[src/rtl/ci_vector_sequencer.sv]
`default_nettype none
// ============================================================================
// Module : ci_vector_sequencer
// Buffers IEEE-754 singles and drives one CLEAR / GO... / READ custom-instruction pass.
// Rev    : 1.0  initial release
// ============================================================================
module ci_vector_sequencer #(
  parameter int                        FLT_DATA_WIDTH = 32,
  parameter int                        N_WIDTH        = 2,
  parameter int                        DEPTH          = 16,
  parameter int                        CNT_WIDTH      = 5,
  parameter logic [FLT_DATA_WIDTH-1:0] PAD_VALUE      = '0,
  parameter int                        TIMEOUT_CYCLES = 1023
) (
  input  logic                      clk,
  input  logic                      rst,
  input  logic                      in_valid,
  input  logic [FLT_DATA_WIDTH-1:0] in_data,
  output logic                      in_ready,
  input  logic                      go,
  output logic                      busy,
  output logic                      result_valid,
  output logic [FLT_DATA_WIDTH-1:0] result,
  output logic                      error,
  output logic                      ci_clk_en,
  output logic                      ci_start,
  output logic [N_WIDTH-1:0]        ci_n,
  output logic [FLT_DATA_WIDTH-1:0] ci_dataa,
  output logic [FLT_DATA_WIDTH-1:0] ci_datab,
  input  logic                      ci_done,
  input  logic [FLT_DATA_WIDTH-1:0] ci_result
);

  localparam int AW = $clog2(DEPTH);
  localparam int TW = $clog2(TIMEOUT_CYCLES + 1);

  localparam logic [N_WIDTH-1:0] OP_CLEAR = N_WIDTH'(0);
  localparam logic [N_WIDTH-1:0] OP_GO    = N_WIDTH'(1);
  localparam logic [N_WIDTH-1:0] OP_READ  = N_WIDTH'(2);

  typedef enum logic [2:0] {
    ST_IDLE    = 3'd0,
    ST_ISSUE   = 3'd1,
    ST_WAIT    = 3'd2,
    ST_GAP     = 3'd3,
    ST_CAPTURE = 3'd4,
    ST_FAULT   = 3'd5
  } state_t;

  state_t                    state_q, state_d;
  logic [N_WIDTH-1:0]        op_q, op_d;
  logic [FLT_DATA_WIDTH-1:0] dataa_q, dataa_d;
  logic [FLT_DATA_WIDTH-1:0] datab_q, datab_d;
  logic [AW-1:0]             rd_ptr_q, rd_ptr_d;
  logic [AW-1:0]             wr_ptr_q, wr_ptr_d;
  logic [CNT_WIDTH-1:0]      count_q, count_d;
  logic [CNT_WIDTH-1:0]      rem_q, rem_d;
  logic [TW-1:0]             tmo_q, tmo_d;
  logic [FLT_DATA_WIDTH-1:0] result_q, result_d;
  logic                      error_q, error_d;
  logic [FLT_DATA_WIDTH-1:0] mem_q [DEPTH];

  logic w_busy;
  logic w_push;
  logic w_take2;
  logic w_active;

  assign w_busy   = (state_q == ST_ISSUE) || (state_q == ST_WAIT) || (state_q == ST_GAP);
  assign w_push   = in_valid && in_ready;
  assign w_take2  = (rem_q > CNT_WIDTH'(1));
  assign w_active = (state_q == ST_ISSUE) || (state_q == ST_WAIT);

  assign in_ready     = !w_busy && (count_q < CNT_WIDTH'(DEPTH));
  assign busy         = w_busy;
  assign result_valid = (state_q == ST_CAPTURE);
  assign result       = result_q;
  assign error        = error_q;
  assign ci_start     = (state_q == ST_ISSUE);
  assign ci_clk_en    = w_active;
  assign ci_n         = w_active ? op_q    : '0;
  assign ci_dataa     = w_active ? dataa_q : '0;
  assign ci_datab     = w_active ? datab_q : '0;

  always_comb begin
    state_d  = state_q;
    op_d     = op_q;
    dataa_d  = dataa_q;
    datab_d  = datab_q;
    rd_ptr_d = rd_ptr_q;
    wr_ptr_d = wr_ptr_q;
    count_d  = count_q;
    rem_d    = rem_q;
    tmo_d    = tmo_q;
    result_d = result_q;
    error_d  = error_q;

    case (state_q)
      ST_IDLE: begin
        if (go) begin
          // An element pushed in the same cycle as go belongs to this pass.
          rem_d   = count_q + CNT_WIDTH'(w_push);
          error_d = 1'b0;
          op_d    = OP_CLEAR;
          dataa_d = '0;
          datab_d = '0;
          state_d = ST_ISSUE;
        end
      end
      ST_ISSUE: begin
        tmo_d   = '0;
        state_d = ST_WAIT;
      end
      ST_WAIT: begin
        if (ci_done) begin
          if (op_q == OP_READ) begin
            result_d = ci_result;
            state_d  = ST_CAPTURE;
          end else begin
            state_d = ST_GAP;
          end
        end else if (tmo_q == TW'(TIMEOUT_CYCLES - 1)) begin
          error_d = 1'b1;
          state_d = ST_FAULT;
        end else begin
          tmo_d = tmo_q + TW'(1);
        end
      end
      ST_GAP: begin
        if (rem_q != '0) begin
          op_d     = OP_GO;
          dataa_d  = mem_q[rd_ptr_q];
          datab_d  = w_take2 ? mem_q[rd_ptr_q + AW'(1)] : PAD_VALUE;
          rd_ptr_d = rd_ptr_q + (w_take2 ? AW'(2) : AW'(1));
          count_d  = count_q - (w_take2 ? CNT_WIDTH'(2) : CNT_WIDTH'(1));
          rem_d    = rem_q - (w_take2 ? CNT_WIDTH'(2) : CNT_WIDTH'(1));
        end else begin
          op_d    = OP_READ;
          dataa_d = '0;
          datab_d = '0;
        end
        state_d = ST_ISSUE;
      end
      ST_CAPTURE: begin
        state_d = ST_IDLE;
      end
      ST_FAULT: begin
        rd_ptr_d = wr_ptr_q;
        count_d  = '0;
        rem_d    = '0;
        state_d  = ST_IDLE;
      end
      default: begin
        state_d = ST_IDLE;
      end
    endcase

    // Pushes only happen outside ISSUE/WAIT/GAP, so they never race a pop.
    if (w_push) begin
      wr_ptr_d = wr_ptr_q + AW'(1);
      count_d  = count_d + CNT_WIDTH'(1);
    end
  end

  always_ff @(posedge clk) begin
    if (rst) begin
      state_q  <= ST_IDLE;
      op_q     <= '0;
      dataa_q  <= '0;
      datab_q  <= '0;
      rd_ptr_q <= '0;
      wr_ptr_q <= '0;
      count_q  <= '0;
      rem_q    <= '0;
      tmo_q    <= '0;
      result_q <= '0;
      error_q  <= 1'b0;
    end else begin
      state_q  <= state_d;
      op_q     <= op_d;
      dataa_q  <= dataa_d;
      datab_q  <= datab_d;
      rd_ptr_q <= rd_ptr_d;
      wr_ptr_q <= wr_ptr_d;
      count_q  <= count_d;
      rem_q    <= rem_d;
      tmo_q    <= tmo_d;
      result_q <= result_d;
      error_q  <= error_d;
    end
  end

  always_ff @(posedge clk) begin
    if (w_push) begin
      mem_q[wr_ptr_q] <= in_data;
    end
  end

endmodule
`default_nettype wire

[config.mk]
export PLATFORM = sky130hd
export DESIGN_NAME = ci_vector_sequencer
export DESIGN_NICKNAME = d
export VERILOG_FILES = /design/src/rtl/ci_vector_sequencer.sv
export SDC_FILE = /design/constraint.sdc
export NUM_CORES = 1
export LEC_CHECK = 0
export BUFFER_PORTS_ARGS = -buffer_cell sky130_fd_sc_hd__clkbuf_2
export CORE_UTILIZATION = 50
export CTS_CLUSTER_SIZE = 24
export DETAILED_ROUTE_END_ITERATION = 10
export GPL_TIMING_DRIVEN = 0
export HOLD_SLACK_MARGIN = 0.02
export PLACE_DENSITY = 0.81
export SLEW_MARGIN = 20
export SYNTH_ARGS = -nofsm -noshare
export SYNTH_HDL_FRONTEND = slang
export SYNTH_SLANG_ARGS = --single-unit
[constraint.sdc]
create_clock -name clk -period 4.35 [get_ports clk]
set_clock_uncertainty 0.15 [all_clocks]
set_input_delay 0.2175 -clock clk [delete_from_list [all_inputs] [get_ports clk]]
set_output_delay 0.2175 -clock clk [all_outputs]
set_load 0.01 [all_outputs]
==> results.ini <==
[hold_path]
hp-class = in -> reg
min_path_cells = 3

[layout]
drive_above_1_share = 0.295
multi_input_area_um2 = 10700
area_delta_synth_final_pct = 18.0
nets = 2149
final_area_um2 = 34700
fill_cells = 4027
layout.area.seq_um2 = 18100

[sta]
slew_violations = 0
finalCriticalPeriod_ns = 3.99
setup_tns_ns = 0
rsz0062_at_grt = no
fin_ws_ns = 0.359
period_share = 0.917
final_hold_viol_count = 0
worstMarginPinSlew_ns = 1.18
relSlewSlack = 0.210
setup_viol = 0
clock.fmax_ghz = 0.251

[global_route]
grt_use_total = 0.291
antenna_found_initial = 1
grt_max_degree = 19
grt_pass1_vias = 19489
gr-total-overflow = 0
grt_pass1_wl_um = 126000

[clocking]
cts_num_sinks = 646
root_buffer = clkbuf_16
path_clk_slew_ns = 0.06
clock_latency_ns = 0.63
cts_buffer_depth = 3
post-cts-setup-buffer-count = 0
numCtsBuffers = 67
htree_levels = 3
cts_tree = done

[synthesis]
synth-seq-cells = 646
avgSynthCellArea_um2 = 17.1
synth_ff_type = edfxtp_1
synth.area.top_cells = edfxtp_1 52%, mux4_2 18%, dfxtp_1 9.1%, mux4_1 5.1%, nand2_1 2.8%
synth_common_cells = 512 x edfxtp_1, 229 x mux4_2, 219 x nand2_1
syn_area_um2 = 29400
ys_types = 63
synthMostInstantiatedCell = edfxtp_1
post-synth-top-area-fraction = 0.523
synth_edf_count = 512
synth_warnings = 0
syn_inst = 1722
yosysTopAreaCell = edfxtp_1
synth_fp_nets = 1810
ys_seq_area_frac = 0.614
synthArstFlopShare = 0

[place]
placement.cell_area_um2 = 31800
dp.final_hpwl_um = 56800
place_ws_ns = 0.436
io_buffer_count = 171
place.gp.congestion = 0.863

[critical_path]
crit_path_frequent_cell = clkbuf_1
critical_path_class = reg -> out
cp_slowest_cell = clkbuf_1
cp-start-kind = flip-flop
r2r_cells = 9
crit_chain = buf_2, nand2b_1, a21oi_2, clkbuf_1, clkbuf_1, and2_1, clkbuf_2
path_max_fanout = 10
max_stage_delay_ns = 0.75
required_ns = 3.98
cp-end-kind = primary output
critPathArrivalTime_ns = 3.62

[drt]
wire_per_inst_um = 30.1
wirelength_um = 86700
drc = 0
first_pass_iters = 6
final_antenna_net_count = 0
vias = 19127
drtIter0Drc = 2589
avgViaCountPerCell = 6.64

[floorplan]
ios = 173
row_count = 88
chipWidth_um = 245
core_um2 = 57900
start_util = 0.508
die_h_um = 245
dieArea_um2 = 59800

[pwr]
p_per_area_nw_per_um2 = 391
ir_drop_v = 0.000367
cellLeakagePower_nw = 11.5

[job]
cap_violations = 0

[outcome]
outcome = completed

-- metrics by stage --
stage                     hold slack, ns  total power (W)  utilization  std cells
after floorplan                    0.166          0.00740            -       1722
after global placement             0.291          0.00769        0.539       2658
after detailed placement           0.298          0.00775        0.549       2688
after CTS                          0.141           0.0135        0.599       2880
after global routing               0.168           0.0138        0.599       2880
final                              0.153           0.0136        0.599       2881
-- flip-flops by register name, indices dropped and copies added (netlist names), named ones only --
register / flops
mem_q: 512
dataa_q: 32
datab_q: 32
result: 32
tmo_q: 10
count_q: 5
rem_q: 5
rd_ptr_q: 4
wr_ptr_q: 4
state_q: 3
op_q: 2
error: 1
-- cell families (layout without fill, tap and decap cells) --
logic type	after synthesis	after routing	share of synthesized area
adders and majority gates	19	19	0.00885
xor gates and xnor gates	17	17	0.00506
DFF	646	646	0.614
AOI/OAI and AO/OA	160	160	0.0406
buffers and inverters	139	532	0.0280
and+or+nand+nor	448	448	0.0736
muxes	293	293	0.230
other	0	1	0
-- cell type report --
| type | instances | area share |
|---|---|---|
| Tap cell | 765 | 0.0276 |
| Multi-Input combinational cell | 937 | 0.307 |
| Antenna cell | 1 | 0.0000721 |
| Clock inverter | 30 | 0.00952 |
| Timing Repair Buffer | 270 | 0.0566 |
| Clock buffer | 93 | 0.0547 |
| Buffer | 125 | 0.0221 |
| Sequential cell | 646 | 0.520 |
| Inverter | 14 | 0.00166 |
-- per-layer routing --
metal | share of wire | up-vias | GRT usage
met3 | 0.13 | 313 | 0.0835
met4 | 0.049 | 2 | 0.132
met5 | 0.00015 | - | 0
met1 | 0.34 | 9518 | 0.353
met2 | 0.49 | 1612 | 0.484
li1 | - | 7682 | -
-- report_power, final --
| group | total, W | internal (W) | switching [W] |
|---|---|---|---|
| registers | 0.00679 | 0.00674 | 0.0000493 |
| clock network | 0.00587 | 0.00338 | 0.00249 |
| logic | 0.000902 | 0.000372 | 0.000530 |
-- placed cells by master, fill, tap and decap left out, types with 39 or more instances in the layout --
cell type / count
clkbuf_2: 171
dlygate4sd3_1: 69
clkbuf_1: 75
edfxtp_1: 512
mux4_1: 57
and2_1: 67
mux4_2: 229
a21oi_1: 51
nand2_1: 219
nand3_1: 39
dfxtp_1: 134
clkbuf_16: 69
-- critical path, delay by kind of cell (launching register included) --
family / cells / cell delay [ns]
buffers and inverters: 4 / 1.80
and+or+nand+nor: 2 / 0.43
DFF: 1 / 0.46
AOI/OAI and AO/OA: 1 / 0.34
-- worst paths after layout --
path | startpoint | endpoint | slack, ns
hold reg to reg | result[10] | result[10] | 0.31
hold / removal | rst | count_q[3] | 0.15
setup / recovery | state_q[0] | ci_datab[21] | 0.36
setup reg to reg | state_q[0] | mem_q[2][13] | 0.38
-- timing repair --
| item | 4_1_cts | 5_1_grt |
|---|---|---|
| hold buffers | 69 | 0 |
| endpoints found under the hold margin | 549 | 0 |
| resized for setup | 0 | 0 |
Power figures use the tool's default switching activity.
